--- src/rtl/dram_req_arb.sv ---
// dram_req_arb: arbitrates lenet read/write requests onto one single-port DRAM.
// Writes are posted into a small FIFO; reads that hit a queued write take the
// newest queued data instead of going to DRAM. Read data returns in order,
// two cycles after acceptance.
module dram_req_arb #(
    parameter int DATA_WIDTH = 32,
    parameter int ADDR_WIDTH = 18,
    parameter int WQ_DEPTH   = 4
) (
    input  logic                  clk,
    input  logic                  rst,
    input  logic                  en_rd,
    input  logic [ADDR_WIDTH-1:0] addr_rd,
    input  logic                  en_wr,
    input  logic [ADDR_WIDTH-1:0] addr_wr,
    input  logic [DATA_WIDTH-1:0] data_wr,
    output logic                  req_ready,
    output logic                  valid,
    output logic [DATA_WIDTH-1:0] data_out,
    output logic                  mem_en,
    output logic                  mem_we,
    output logic [ADDR_WIDTH-1:0] mem_addr,
    output logic [DATA_WIDTH-1:0] mem_wdata,
    input  logic [DATA_WIDTH-1:0] mem_rdata
);

    localparam int              PTR_W    = $clog2(WQ_DEPTH);
    localparam logic [PTR_W:0]  FULL_CNT = (PTR_W+1)'(WQ_DEPTH);

    logic [ADDR_WIDTH-1:0] wq_addr [WQ_DEPTH];
    logic [DATA_WIDTH-1:0] wq_data [WQ_DEPTH];
    logic [PTR_W-1:0]      wq_head;
    logic [PTR_W-1:0]      wq_tail;
    logic [PTR_W:0]        wq_count;

    logic                  wq_full;
    logic                  wq_empty;
    logic                  acc_rd;
    logic                  acc_wr;
    logic                  fwd_hit;
    logic [DATA_WIDTH-1:0] fwd_data;
    logic [PTR_W-1:0]      fwd_idx;
    logic                  rd_miss;
    logic                  drain;

    logic                  vld_p0;
    logic                  vld_p1;
    logic                  fwd_p0;
    logic                  fwd_p1;
    logic [DATA_WIDTH-1:0] fdata_p0;
    logic [DATA_WIDTH-1:0] fdata_p1;

    // Acceptance depends only on the count register, so lenet sees a stable
    // ready for the whole cycle.
    assign wq_full   = (wq_count == FULL_CNT);
    assign wq_empty  = (wq_count == '0);
    assign req_ready = ~wq_full;
    assign acc_rd    = en_rd & req_ready;
    assign acc_wr    = en_wr & req_ready;

    // Search queued writes oldest-to-newest so the newest matching entry wins;
    // the same-cycle write is not yet in the FIFO, so the read is ordered first.
    always_comb begin
        fwd_hit  = 1'b0;
        fwd_data = '0;
        fwd_idx  = '0;
        for (int i = 0; i < WQ_DEPTH; i++) begin
            fwd_idx = wq_head + PTR_W'(i);
            if (((PTR_W+1)'(i) < wq_count) && (wq_addr[fwd_idx] == addr_rd)) begin
                fwd_hit  = 1'b1;
                fwd_data = wq_data[fwd_idx];
            end
        end
    end

    // Port arbitration: full FIFO drains first, then read misses, then drain.
    always_comb begin
        rd_miss = acc_rd & ~fwd_hit;
        drain   = 1'b0;
        if (wq_full) begin
            drain = 1'b1;
        end else if (rd_miss) begin
            drain = 1'b0;
        end else if (!wq_empty) begin
            drain = 1'b1;
        end
    end

    // FIFO pointers and occupancy; push and drain together leave count unchanged.
    always_ff @(posedge clk or posedge rst) begin
        if (rst) begin
            wq_head  <= '0;
            wq_tail  <= '0;
            wq_count <= '0;
        end else begin
            if (acc_wr) begin
                wq_tail <= wq_tail + 1'b1;
            end
            if (drain) begin
                wq_head <= wq_head + 1'b1;
            end
            wq_count <= wq_count + (PTR_W+1)'(acc_wr) - (PTR_W+1)'(drain);
        end
    end

    // FIFO storage; contents are only meaningful below the count, so no reset.
    always_ff @(posedge clk) begin
        if (acc_wr) begin
            wq_addr[wq_tail] <= addr_wr;
            wq_data[wq_tail] <= data_wr;
        end
    end

    // Registered DRAM port; address/data hold when idle to avoid toggling.
    always_ff @(posedge clk or posedge rst) begin
        if (rst) begin
            mem_en    <= 1'b0;
            mem_we    <= 1'b0;
            mem_addr  <= '0;
            mem_wdata <= '0;
        end else begin
            mem_en <= drain | rd_miss;
            mem_we <= drain;
            if (drain) begin
                mem_addr  <= wq_addr[wq_head];
                mem_wdata <= wq_data[wq_head];
            end else if (rd_miss) begin
                mem_addr <= addr_rd;
            end
        end
    end

    // Response control: p0 at acceptance, p1 while DRAM returns data, then output.
    always_ff @(posedge clk or posedge rst) begin
        if (rst) begin
            vld_p0   <= 1'b0;
            fwd_p0   <= 1'b0;
            vld_p1   <= 1'b0;
            fwd_p1   <= 1'b0;
            valid    <= 1'b0;
            data_out <= '0;
        end else begin
            vld_p0 <= acc_rd;
            fwd_p0 <= fwd_hit;
            vld_p1 <= vld_p0;
            fwd_p1 <= fwd_p0;
            valid  <= vld_p1;
            if (vld_p1) begin
                data_out <= fwd_p1 ? fdata_p1 : mem_rdata;
            end
        end
    end

    // Forwarded data travels alongside its valid; qualified by vld_pN, no reset.
    always_ff @(posedge clk) begin
        fdata_p0 <= fwd_data;
        fdata_p1 <= fdata_p0;
    end

endmodule

--- config.mk ---
export PLATFORM = sky130hd
export DESIGN_NAME = dram_req_arb
export DESIGN_NICKNAME = d
export VERILOG_FILES = /design/src/rtl/dram_req_arb.sv
export SDC_FILE = /design/constraint.sdc
export NUM_CORES = 1
export LEC_CHECK = 0
export BUFFER_PORTS_ARGS = -buffer_cell sky130_fd_sc_hd__buf_2
export CORE_MARGIN = 2
export CORE_UTILIZATION = 35
export CTS_CLUSTER_SIZE = 16
export DETAILED_ROUTE_END_ITERATION = 8
export PLACE_DENSITY = 0.55
export SLEW_MARGIN = 20
export SYNTH_ARGS = -nofsm -noshare
export SYNTH_HDL_FRONTEND = slang
export SYNTH_SLANG_ARGS = --single-unit
--- constraint.sdc ---
create_clock -name clk -period 7.8 [get_ports clk]
set_input_delay 1.17 -clock clk [delete_from_list [all_inputs] [get_ports clk]]
set_output_delay 1.17 -clock clk [all_outputs]
set_load 0.005 [all_outputs]
==> results.cfg <==
[status]
status = finished, final reports clean

[synth]
synth-seq-area-share_pct = 54.57
synth_area_per_cell_um2 = 12.42
netlist_instances = 1429
synth.net_count = 1542
synth_top_cell_by_area = edfxtp_1
async_flop_share_pct = 26.67
yosys_warnings = 0
synth_area_leaders = edfxtp_1, dfrtp_1, mux2i_1
synth.distinct_cells = 39
ys_ff_latch = 360
netlist.area_leader.share_pct = 33.83
synth_edf_count = 200
syn_area_um2 = 17750
synthFlopType = edfxtp_1

[worst_setup_path]
critical_path_required_ps = 8250
worst_setup_path_start_kind = register
timing.rr.start = wq_head[1]
critPathArrivalTime_ps = 6040
cp-end-kind = register
critPathBufInv = 6
cp_max_fo = 73
startpoint = wq_head[1]
crit_type = register to register
crit_family = buffers and inverters
crit_path_top_delay_cell = dfrtp_4
cp_slowest_stage_delay_ps = 1060
path_cells = buf_4 -> mux4_2 -> xnor2_1 -> nand4_1 -> nor2_1 -> nand4_4 -> buf_4 -> nand4_4 -> o21ai_4 -> buf_4 -> inv_1 -> ha_1 -> inv_1 -> ha_1 -> inv_1 -> fa_1 -> xor2_1

[detailed_routing]
antenna_left = 0
routed_wl_um = 44880
first_pass_iters = 5
drt-initial-drc-count = 758
num_vias = 11590
vias_per_cell = 5.089
route.detailed.drc = 0
wl_per_cell_um = 19.71

[clock_network]
cts_buffer_depth = 3
ctsHoldBuffers = 0
cts_tree = done
path_clk_slew_ps = 60
h-tree-depth = 2
clockRootBuffer = clkbuf_16
cts_made_buffers = 42
cts_setup_buffers = 0
cts_sinks = 360
clock_latency_ps = 580
post_cts_resize_count = 0

[global_route]
grt_pass1_wl_um = 68780
antenna_found_initial = 8
grt_max_degree = 117
overflow = 0
track_usage_pct = 17.08
grt_pass1_vias = 11320

[power_and_ir_drop]
peakVddDrop_mv = 0.2383
p_leak_nw = 8.198
powerDensity_nw_per_um2 = 380.2

[timing]
min_period_over_period_pct = 71.72
fin_tns_setup_ps = 0
setup_viol_count_final = 0
tightest_slew_ps = 1047
period_needed_ps = 5595
skew_ps = 31.48
rsz0062_at_grt = no
setup_slack_ps = 2205
max-slew-margin-rel_pct = 30.21
fmax_mhz = 178.7
drv_slew = 0
hold_violations = 0
hold_ws_ps = 304.8

[layout]
final_cell_mix = edfxtp_1, buf_2, nor2_1, mux2i_1, a21oi_1
drive_above_1_share_pct = 27.31
final_nets = 1684
post-route-util_pct = 41.10
area_delta_synth_final_pct = 15.90
fillers = 4727
layout_commonest_cell = edfxtp_1
finalNonFillerCells = 2277
seq_area_um2 = 9699
multi_input_area_um2 = 7403

[place]
place_hpwl_um = 28770
place_inst = 2199
pre_cts_slack_ps = 2176
portBuffers = 189
place_congestion = 0.7778

[floorplan]
rows = 82
coreArea_um2 = 50070
die_w_um = 229.2
io_pins = 190
die-area_um2 = 52540
start_util_pct = 35.46
dieHeight_um = 229.2

[worst_hold_path]
hp-class = register to register
hp-start = fdata_p0[4]

[run]
maxCapViolCount = 0
metal layers:
metal / vias to the layer above / global-route usage (%) / wire length [um]
met5: - / 0 / 54
met4: 8 / 5.154 / 1115
met3: 71 / 3.598 / 2489
met2: 313 / 27.09 / 20630
met1: 5688 / 23.54 / 20590
li1: 5508 / - / -
synthesized netlist by cell type (3+ instances only):
cell / instances
clkbuf_2: 3
o21ai_1: 7
mux4_2: 62
xor2_1: 49
nand4_1: 7
inv_1: 42
a21oi_1: 130
nor4_1: 9
edfxtp_1: 200
o21ai_0: 57
dfxtp_1: 64
nor3_1: 5
o22ai_1: 32
xnor2_1: 27
nand2_1: 89
nor2_1: 165
buf_2: 30
dfrtp_1: 96
mux2i_1: 159
buf_6: 6
mux4_1: 10
buf_1: 16
clkbuf_1: 54
ha_1: 8
mux2_2: 84
and3_1: 4
metrics by stage:
| step | total power, mW | area (um^2) |
|---|---|---|
| after floorplan | 5.120 | 17750 |
| after global placement | 5.888 | 19200 |
| after detailed placement | 5.945 | 19200 |
| after CTS | 7.916 | 20570 |
| after global routing | 8.355 | 20570 |
| final | 7.823 | 20580 |
cell type report:
cell class                      count  area share, %
Clock inverter                     20         0.8513
Tap cell                          672          4.086
Timing Repair Buffer              209          5.327
Inverter                           42         0.7783
Antenna cell                        1        0.01216
Multi-Input combinational cell    916          35.98
Sequential cell                   360          47.14
Clock buffer                       57          5.831
report_power, final:
| group | switching (mW) | internal, mW | total, mW |
|---|---|---|---|
| combinational | 1.62 | 1.41 | 3.03 |
| clock | 0.803 | 1.12 | 1.93 |
| sequential | 0.392 | 2.47 | 2.87 |
worst reg2reg max path, stage by stage, from the launching register on:
cell,delay (ps)
dfrtp_4,1060
buf_4,560
mux4_2,570
xnor2_1,130
nand4_1,130
nor2_1,90
nand4_4,60
buf_4,580
nand4_4,270
o21ai_4,200
buf_4,590
inv_1,140
ha_1,290
inv_1,60
ha_1,140
inv_1,50
fa_1,400
xor2_1,160
state kept, by name (all words and copies together), names as in the netlist:
name,cells
wq_tail,2
valid,1
fdata_p0,32
data_out,32
wq_count,3
wq_addr,72
vld_p0,1
wq_head,2
mem_we,1
fwd_p1,1
fdata_p1,32
wq_data,128
mem_wdata,32
mem_en,1
mem_addr,18
fwd_p0,1
vld_p1,1
worst paths after layout:
kind | to | slack (ps) | cells after the start
worst max-delay path | wq_count[2] | 2210 | 17
worst min-delay path | fdata_p1[4] | 300 | 0
worst max register to register | wq_count[2] | 2210 | 17
worst min register to register | fdata_p1[4] | 300 | 0
max in group asynchronous | wq_head[0] | 5790 | 3
min in group asynchronous | mem_addr[14] | 800 | 2
cells by family after synthesis:
group / after synthesis / share of synthesized area (%)
DFF: 360 / 54.57
and+or+nand+nor: 285 / 6.652
buffers and inverters: 153 / 3.834
muxes: 315 / 23.64
xor gates and xnor gates: 76 / 3.749
AOI/OAI and AO/OA: 231 / 6.878
adders and majority gates: 9 / 0.6766
No activity file was read; power rests on OpenSTA's default activity.
